<file path="src/rtl/vga_pkg.sv">
// Shared timing defaults and width helpers for the parametrised VGA generator.
package vga_pkg;

    // 640x480@60 timing: horizontal in pixel ticks, vertical in lines
    localparam int DEF_H_ACTIVE = 640;
    localparam int DEF_H_FP     = 16;
    localparam int DEF_H_SYNC   = 96;
    localparam int DEF_H_BP     = 48;
    localparam int DEF_V_ACTIVE = 480;
    localparam int DEF_V_FP     = 10;
    localparam int DEF_V_SYNC   = 2;
    localparam int DEF_V_BP     = 33;

    // Sync polarity encodings: the value the sync pin takes while asserted
    localparam bit SYNC_ACTIVE_LOW  = 1'b0;
    localparam bit SYNC_ACTIVE_HIGH = 1'b1;

    function automatic int axis_total(input int active, input int fp,
                                      input int sync, input int bp);
        return active + fp + sync + bp;
    endfunction

    // Bits needed to hold 0..total-1
    function automatic int axis_width(input int total);
        return (total <= 2) ? 1 : $clog2(total);
    endfunction

endpackage

</file>
<file path="src/rtl/vga_axis_counter.sv">
// One timing axis (horizontal or vertical): position counter plus visible and
// sync-window decode. Advances only when step is high.
module vga_axis_counter
    import vga_pkg::*;
#(
    parameter int ACTIVE = DEF_H_ACTIVE,
    parameter int FP     = DEF_H_FP,
    parameter int SYNC   = DEF_H_SYNC,
    parameter int BP     = DEF_H_BP,
    parameter int W      = axis_width(axis_total(ACTIVE, FP, SYNC, BP))
) (
    input  logic         clk,
    input  logic         rst,
    input  logic         step,
    output logic [W-1:0] count,
    output logic         wrap,
    output logic         vis,
    output logic         sync
);

    localparam int TOTAL      = axis_total(ACTIVE, FP, SYNC, BP);
    localparam int SYNC_START = ACTIVE + FP;
    localparam int SYNC_END   = ACTIVE + FP + SYNC;

    logic [31:0] count_32;
    logic        at_last;

    // Decode the current position; wrap only qualifies on a step
    always_comb begin
        count_32 = 32'(count);
        at_last  = (count_32 == 32'(TOTAL - 1));
        wrap     = step && at_last;
        vis      = (count_32 < 32'(ACTIVE));
        sync     = (count_32 >= 32'(SYNC_START)) && (count_32 < 32'(SYNC_END));
    end

    // Position register, wraps to 0 after the last back-porch position
    always_ff @(posedge clk) begin
        if (rst) begin
            count <= '0;
        end else if (step) begin
            count <= at_last ? '0 : count + 1'b1;
        end
    end

endmodule

</file>
<file path="src/rtl/vga_gen.sv">
// Parametrised grayscale VGA timing generator. Pulls pixels from a frame
// source through single-cycle strobes and emits registered sync/pixel outputs.
module vga_gen
    import vga_pkg::*;
#(
    parameter int GRAY_BITS = 4,
    parameter int DIV_BITS  = 4,
    parameter int H_ACTIVE  = DEF_H_ACTIVE,
    parameter int H_FP      = DEF_H_FP,
    parameter int H_SYNC    = DEF_H_SYNC,
    parameter int H_BP      = DEF_H_BP,
    parameter int V_ACTIVE  = DEF_V_ACTIVE,
    parameter int V_FP      = DEF_V_FP,
    parameter int V_SYNC    = DEF_V_SYNC,
    parameter int V_BP      = DEF_V_BP,
    parameter bit HSYNC_POL = SYNC_ACTIVE_LOW,
    parameter bit VSYNC_POL = SYNC_ACTIVE_LOW
) (
    input  logic                 clk,
    input  logic                 rst,
    input  logic [DIV_BITS-1:0]  pixel_div,
    input  logic                 double_mode,
    output logic                 h_sync_out,
    output logic                 v_sync_out,
    output logic [GRAY_BITS-1:0] gray_out,
    output logic                 active_out,
    output logic                 frame_next_pixel_out,
    output logic                 frame_line_rewind_out,
    output logic                 frame_reset_out,
    input  logic [GRAY_BITS-1:0] frame_pixel_in
);

    localparam int H_TOTAL = axis_total(H_ACTIVE, H_FP, H_SYNC, H_BP);
    localparam int V_TOTAL = axis_total(V_ACTIVE, V_FP, V_SYNC, V_BP);
    localparam int HW      = axis_width(H_TOTAL);
    localparam int VW      = axis_width(V_TOTAL);

    logic [DIV_BITS-1:0]  div_cnt;
    logic                 tick;
    logic [HW-1:0]        h_cnt;
    logic [VW-1:0]        v_cnt;
    logic                 h_wrap, h_vis, h_sync;
    logic                 v_wrap, v_vis, v_sync;
    logic                 vis;
    logic                 dbl;
    logic                 fetch;
    logic [GRAY_BITS-1:0] pix;

    // Pixel tick; >= so that lowering pixel_div below the running count
    // terminates the period on the next cycle instead of wrapping the counter
    always_comb begin
        tick = !rst && (div_cnt >= pixel_div);
    end

    // Clock divider: counts 0..pixel_div, restarting after each tick
    always_ff @(posedge clk) begin
        if (rst || tick) begin
            div_cnt <= '0;
        end else begin
            div_cnt <= div_cnt + 1'b1;
        end
    end

    vga_axis_counter #(
        .ACTIVE (H_ACTIVE),
        .FP     (H_FP),
        .SYNC   (H_SYNC),
        .BP     (H_BP),
        .W      (HW)
    ) u_h_axis (
        .clk    (clk),
        .rst    (rst),
        .step   (tick),
        .count  (h_cnt),
        .wrap   (h_wrap),
        .vis    (h_vis),
        .sync   (h_sync)
    );

    vga_axis_counter #(
        .ACTIVE (V_ACTIVE),
        .FP     (V_FP),
        .SYNC   (V_SYNC),
        .BP     (V_BP),
        .W      (VW)
    ) u_v_axis (
        .clk    (clk),
        .rst    (rst),
        .step   (h_wrap),
        .count  (v_cnt),
        .wrap   (v_wrap),
        .vis    (v_vis),
        .sync   (v_sync)
    );

    // Source handshake strobes; in double mode only even columns fetch and the
    // even visible lines rewind so the following odd line replays them
    always_comb begin
        vis                   = h_vis && v_vis;
        fetch                 = tick && vis && (!dbl || !h_cnt[0]);
        frame_next_pixel_out  = fetch;
        frame_line_rewind_out = tick && dbl && v_vis && !v_cnt[0]
                                && (32'(h_cnt) == 32'(H_ACTIVE - 1));
        frame_reset_out       = h_wrap && v_wrap;
    end

    // Double mode is only allowed to change on a frame boundary
    always_ff @(posedge clk) begin
        if (rst || (h_wrap && v_wrap)) begin
            dbl <= double_mode;
        end
    end

    // Registered outputs, updated once per pixel tick and held in between
    always_ff @(posedge clk) begin
        if (rst) begin
            pix        <= '0;
            gray_out   <= '0;
            active_out <= 1'b0;
            h_sync_out <= !HSYNC_POL;
            v_sync_out <= !VSYNC_POL;
        end else if (tick) begin
            if (fetch) begin
                pix <= frame_pixel_in;
            end
            gray_out   <= vis ? (fetch ? frame_pixel_in : pix) : '0;
            active_out <= vis;
            h_sync_out <= h_sync ? HSYNC_POL : !HSYNC_POL;
            v_sync_out <= v_sync ? VSYNC_POL : !VSYNC_POL;
        end
    end

endmodule

</file>
<file path="config.mk">
export PLATFORM = sky130hd
export DESIGN_NAME = vga_gen
export DESIGN_NICKNAME = d
export VERILOG_FILES = /design/src/rtl/vga_pkg.sv /design/src/rtl/vga_axis_counter.sv /design/src/rtl/vga_gen.sv
export SDC_FILE = /design/constraint.sdc
export NUM_CORES = 1
export LEC_CHECK = 0
export CAP_MARGIN = 5
export CORE_UTILIZATION = 47
export CTS_CLUSTER_DIAMETER = 100
export DETAILED_ROUTE_END_ITERATION = 10
export PLACE_DENSITY = 0.75
export SLEW_MARGIN = 20
export SYNTH_ARGS = -nofsm -noshare
export SYNTH_HDL_FRONTEND = slang
export SYNTH_HIERARCHICAL = 1
export SYNTH_SLANG_ARGS = --single-unit
</file>
<file path="constraint.sdc">
create_clock -name clk -period 6.08 [get_ports clk]
set_input_delay 1.216 -clock clk [delete_from_list [all_inputs] [get_ports clk]]
set_output_delay 1.216 -clock clk [all_outputs]
set_load 0.01 [all_outputs]
</file>
Word-level counts from Yosys, hierarchy flattened
Cells that the tools add are included.
{"block": "totals", "reg_bits": 36, "input_bits": 11}
{"block": "classes", "eq_ne": 3, "magnitude_cmp": 7, "muxes": 6, "addsub": 3, "reduce_logical": 20}
{"operator": "10-bit equality test, second input constant", "n": 3}
{"operator": "10-bit by 1-bit adder with 10-bit output, second input constant", "n": 2}
{"operator": "10-bit < comparator, second input constant", "n": 2}
{"operator": "10-bit by 9-bit < comparator with 1-bit output, second input constant", "n": 2}
{"operator": "10-bit two-way mux", "n": 2}
{"operator": "1-bit logical AND", "n": 13}
{"operator": "10-bit greater-or-equal comparator, second input constant", "n": 1}
{"operator": "10-bit by 9-bit greater-or-equal comparator with 1-bit output, second input constant", "n": 1}
{"operator": "4-bit two-way mux", "n": 2}
{"operator": "4-bit by 1-bit adder with 4-bit output, second input constant", "n": 1}
{"operator": "4-bit greater-or-equal comparator", "n": 1}
{"operator": "1-bit zero test", "n": 4}
{"operator": "1-bit logical OR", "n": 3}
{"operator": "1-bit two-way mux", "n": 2}

Longest topological paths before layout
{"block": "depth", "word_depth": 6, "depth_mapped": 15}

Hierarchy
Netlist, hierarchy kept.
{"module": "vga_gen", "cells_per_inst": 92, "area_each_um2": 882.1, "n_inst": 1}
{"module": "vga_axis_counter (u_h_axis)", "cells_per_inst": 61, "area_each_um2": 559.3, "n_inst": 1}
{"module": "vga_axis_counter (u_v_axis)", "cells_per_inst": 58, "area_each_um2": 529.3, "n_inst": 1}

Worst setup path after synthesis
No wires, ideal clock.
{"block": "synth_path", "path_type": "input to output", "from": "in pixel_div[0]", "to": "out frame_reset_out", "arrival_ps": 3341, "path_stages": 13, "setup_slack_ps": 1523, "n_path_buf": 3, "t_required_ps": 4864, "cell_sequence": "ha_1 nand2b_4 a2111oi_4 or2_1 buf_2 nor2_1 buf_4 nand4_4 nor3_1 buf_2 nand3_1 nor3_1 and2_1"}
{"block": "synth_via", "elab_chain_len": 5}
{"item": "start, declared", "line": "vga_gen.sv:21", "text": "input logic [DIV_BITS-1:0] pixel_div,"}
{"item": "4-bit greater-or-equal comparator", "line": "vga_gen.sv:52", "text": "tick = !rst && (div_cnt >= pixel_div);"}
{"item": "1-bit logical AND", "line": "vga_gen.sv:52"}
{"item": "via tick", "line": "vga_gen.sv:39", "text": "logic tick;"}
{"item": "1-bit logical AND", "line": "vga_axis_counter.sv:32", "text": "wrap = step && at_last;"}
{"item": "via h_wrap", "line": "vga_gen.sv:42", "text": "logic h_wrap, h_vis, h_sync;"}
{"item": "1-bit logical AND", "line": "vga_axis_counter.sv:32"}
{"item": "via v_wrap", "line": "vga_gen.sv:43", "text": "logic v_wrap, v_vis, v_sync;"}
{"item": "1-bit logical AND", "line": "vga_gen.sv:104", "text": "frame_reset_out = h_wrap && v_wrap;"}
{"item": "end, declared", "line": "vga_gen.sv:29", "text": "output logic frame_reset_out,"}
The timed path passes the listed nets, and every way through them passes these cells.

Final worst setup path
{"block": "layout_path", "from": "in pixel_div[1]", "to": "out frame_reset_out"}
The elaborated chain is that of the path after synthesis.

==> flow_metrics.env <==
export IMPL_endpoint_kind="primary output"
export IMPL_antenna_left=0
export IMPL_yosys_area_top_type="dfxtp_1"
export IMPL_switching_power_mw=0.124
export IMPL_grt_pass1_vias=1445
export IMPL_diodes=0
export IMPL_cts_num_sinks=36
export IMPL_grt_max_degree=30
export IMPL_synth_simple_area_share=0.293
export IMPL_crit_path_start_kind="primary input"
export IMPL_syn_inst=211
export IMPL_p_clk_frac=0.353
export IMPL_fin_util=0.578
export IMPL_grt_first_pass_wirelength_um=6350
export IMPL_hold_buffers=0
export IMPL_cts_tree="yes"
export IMPL_whs_ns=0.472
export IMPL_min_period_over_period=0.907
export IMPL_outcome="finished clean"
export IMPL_vias=1586
export IMPL_io_pins=21
export IMPL_swShare=0.243
export IMPL_r2r_start="div_cnt[0]"
export IMPL_clockBufferDepth=2
export IMPL_synthAdderAreaFrac=0.0571
export IMPL_fillers=383
export IMPL_row_count=23
export IMPL_min_path_type="reg -> reg"
export IMPL_seqCellArea_sq_um=731
export IMPL_cp_cell_sequence="clkdlybuf4s50_1 > inv_1 > ha_1 > a2111oi_4 > or2_1 > nor2_1 > nand4_4 > nor3_1 > nand3_1 > nor3_1 > and2_1 > clkdlybuf4s50_1"
export IMPL_hold_depth=2
export IMPL_cts_resized=0
export IMPL_grt_antenna_before_repair=0
export IMPL_portBuffers=20
export IMPL_wl_per_cell_um=13.2
export IMPL_avgViaCountPerCell=5.58
export IMPL_overflow=0
export IMPL_drtPass1Iterations=5
export IMPL_h_tree_depth=2
export IMPL_avgSynthCellArea_sq_um=9.34
export IMPL_cap_viol_max_count=0
export IMPL_min_period_ns=5.51
export IMPL_design_area_sq_um=2310
export IMPL_powerDensity_nw_per_um2=221
export IMPL_hold_viol=0
export IMPL_synthXorXnorAreaFrac=0.0444
export IMPL_combPwrFrac=0.146
export IMPL_crit_start="pixel_div[1]"
export IMPL_ir_drop_uv=180
export IMPL_clkLatencyLatePin_ns=0.29
export IMPL_max_slew_worst_pin_slew_ns=0.620
export IMPL_min_from="pix[1]"
export IMPL_fin_tns_setup_ns=0
export IMPL_yosysWarnings=6
export IMPL_syn_cell_area_sq_um=1970
export IMPL_drt_total_wl_um=3760
export IMPL_drv_slew=0
export IMPL_p_total_mw=0.512
export IMPL_setup_viol=0
export IMPL_path_class="in -> out"
export IMPL_synth_compound_area_frac=0.140
export IMPL_finalNonFillerCells=284
export IMPL_drive_gt1_frac=0.124
export IMPL_cts_root_buf="clkbuf_8"
export IMPL_multi_input_area_sq_um=1150
export IMPL_numCtsBuffers=5
export IMPL_drcViolationCount=0
export IMPL_synth_top_family_by_area="simple AND/OR/NAND/NOR gates"
export IMPL_arrival_ns=4.30
export IMPL_rr_worst_depth=12
export IMPL_placed_cells=277
export IMPL_grt_use_total=0.190
export IMPL_holdPathEnd="pix[1]"
export IMPL_place_area_sq_um=2210
export IMPL_slowest_delay_ns=0.53
export IMPL_fmax_ghz=0.181
export IMPL_synthTopCellsByArea="dfxtp_1 (36%), ha_1 (5.7%), mux2i_1 (5.1%), xor2_1 (3.1%), o21ai_0 (2.8%)"
export IMPL_post_dp_hpwl_um=2770
export IMPL_required_ns=4.86
export IMPL_place_gp_congestion=0.786
export IMPL_drtIter0Drc=48
export IMPL_cp_max_fo=12
export IMPL_skew_ns=0.00625
export IMPL_dp_slack_ns=0.569
export IMPL_leakage_nw=0.828
export IMPL_syn_num_nets=231
export IMPL_area_delta_synth_final_pct=17.3
export IMPL_final_setup_worst_slack_ns=0.567
export IMPL_synth_top_area_share=0.356
export IMPL_postCtsSetupRepairBufs=0
export IMPL_die_h_um=66.8
export IMPL_timing_rr_end="u_v_axis/count[7]"
export IMPL_die_area_sq_um=4460
export IMPL_internal_power_mw=0.387
export IMPL_p_seq_frac=0.501
export IMPL_ys_seq_elements=36
export IMPL_r2r_slack_ns=2.93
export IMPL_core_area_sq_um=4000
export IMPL_synthMuxAreaShare=0.0508
export IMPL_start_util=0.493
export IMPL_cp_slowest_cell="clkdlybuf4s50_1"
export IMPL_rsz0062_at_grt="no"
export IMPL_nets=254
export IMPL_relSlewSlack=0.586
export IMPL_yosys_cell_types_count=48
export IMPL_synth_yosys_seq_area_share=0.371
export IMPL_clk_pin_slew_ns=0.07
export IMPL_die_w_um=66.8
-- cell usage after synthesis (all sizes together) --
cell type and number:
ha 9, nand4bb 1, nand4b 3, nor3b 1
nor4 1, or4 5, nand4 8, a21oi 11
buf 6, mux2i 10, xor2 7, a31oi 1
or3 8, nor2 14, nor2b 4, o21a 1
o31ai 9, a211o 2, a2111oi 1, nand3b 1
or2 3, and2 1, o211ai 1, clkbuf 2
xnor2 3, nand3 8, or4b 1, edfxtp 1
nand2 11, dfxtp 35, nor3 10, nor4bb 1
nand2b 9, o21ai 11, nor4b 1, inv 10
-- critical path, delay by kind of cell --
| kind | cells | cell delay, ns |
|---|---|---|
| buffers and inverters | 3 | 1.02 |
| AND/OR/NAND/NOR | 7 | 1.63 |
| adder cells (fa/ha/maj) | 1 | 0.30 |
| AO/OA/AOI/OAI | 1 | 0.13 |
-- registers in the layout (all words and copies together), names as in the netlist --
name            count
h_sync_out          1
div_cnt             4
u_h_axis/count     10
pix                 4
u_v_axis/count     10
dbl                 1
gray_out            4
v_sync_out          1
active_out          1
-- layout make-up --
type                       count  area share
sequential                    36       0.316
tap                           50      0.0271
inverter                      10      0.0162
clock buffer                   7      0.0417
multi-input combinational    157       0.499
timing repair buffer          24      0.0996
-- per-layer routing --
layer	up-vias	wire, um	track usage
met1	746	1830	0.230
li1	808	-	-
met2	25	1740	0.317
met4	0	59	0.0718
met3	7	134	0.0514
met5	-	0	0
-- placed cells by master (no fill, tap or decap), drive strengths merged, types with 8 or more instances in the layout --
cell / netlist / layout
ha: 9 / 9
o31ai: 9 / 9
inv: 10 / 10
dfxtp: 35 / 35
mux2i: 10 / 10
nand2: 11 / 11
nor2: 14 / 14
or3: 8 / 8
nand4: 8 / 8
nand2b: 9 / 9
nand3: 8 / 8
a21oi: 11 / 11
o21ai: 11 / 11
nor3: 10 / 10
clkdlybuf4s50: 0 / 20
-- how the worst max path moves through the flow --
stage / slack, ns / depth (start not counted) / to
after floorplan: 1.52 / 13 / frame_reset_out
after global placement: 0.64 / 12 / frame_reset_out
after detailed placement: 0.57 / 12 / frame_reset_out
after CTS: 0.54 / 12 / frame_reset_out
after global routing: 0.34 / 12 / frame_reset_out
final: 0.57 / 12 / frame_reset_out
-- power by group through the flow --
stage | sequential (mW) | combinational (mW) | clock, mW
floorplan | 0.262 | 0.0514 | 0
global placement | 0.261 | 0.0733 | 0
detailed placement | 0.262 | 0.0748 | 0
CTS | 0.256 | 0.0751 | 0.186
global route | 0.258 | 0.0832 | 0.198
finish | 0.256 | 0.0745 | 0.181
-- logic make-up (layout without fill, tap and decap cells) --
group,Yosys count,count (layout)
AOI/OAI and AO/OA,37,37
DFF,36,36
muxes,10,10
xor gates and xnor gates,10,10
buffers and inverters,18,41
and+or+nand+nor,91,91
adders and majority gates,9,9
No activity file was read; power rests on OpenSTA's default activity.
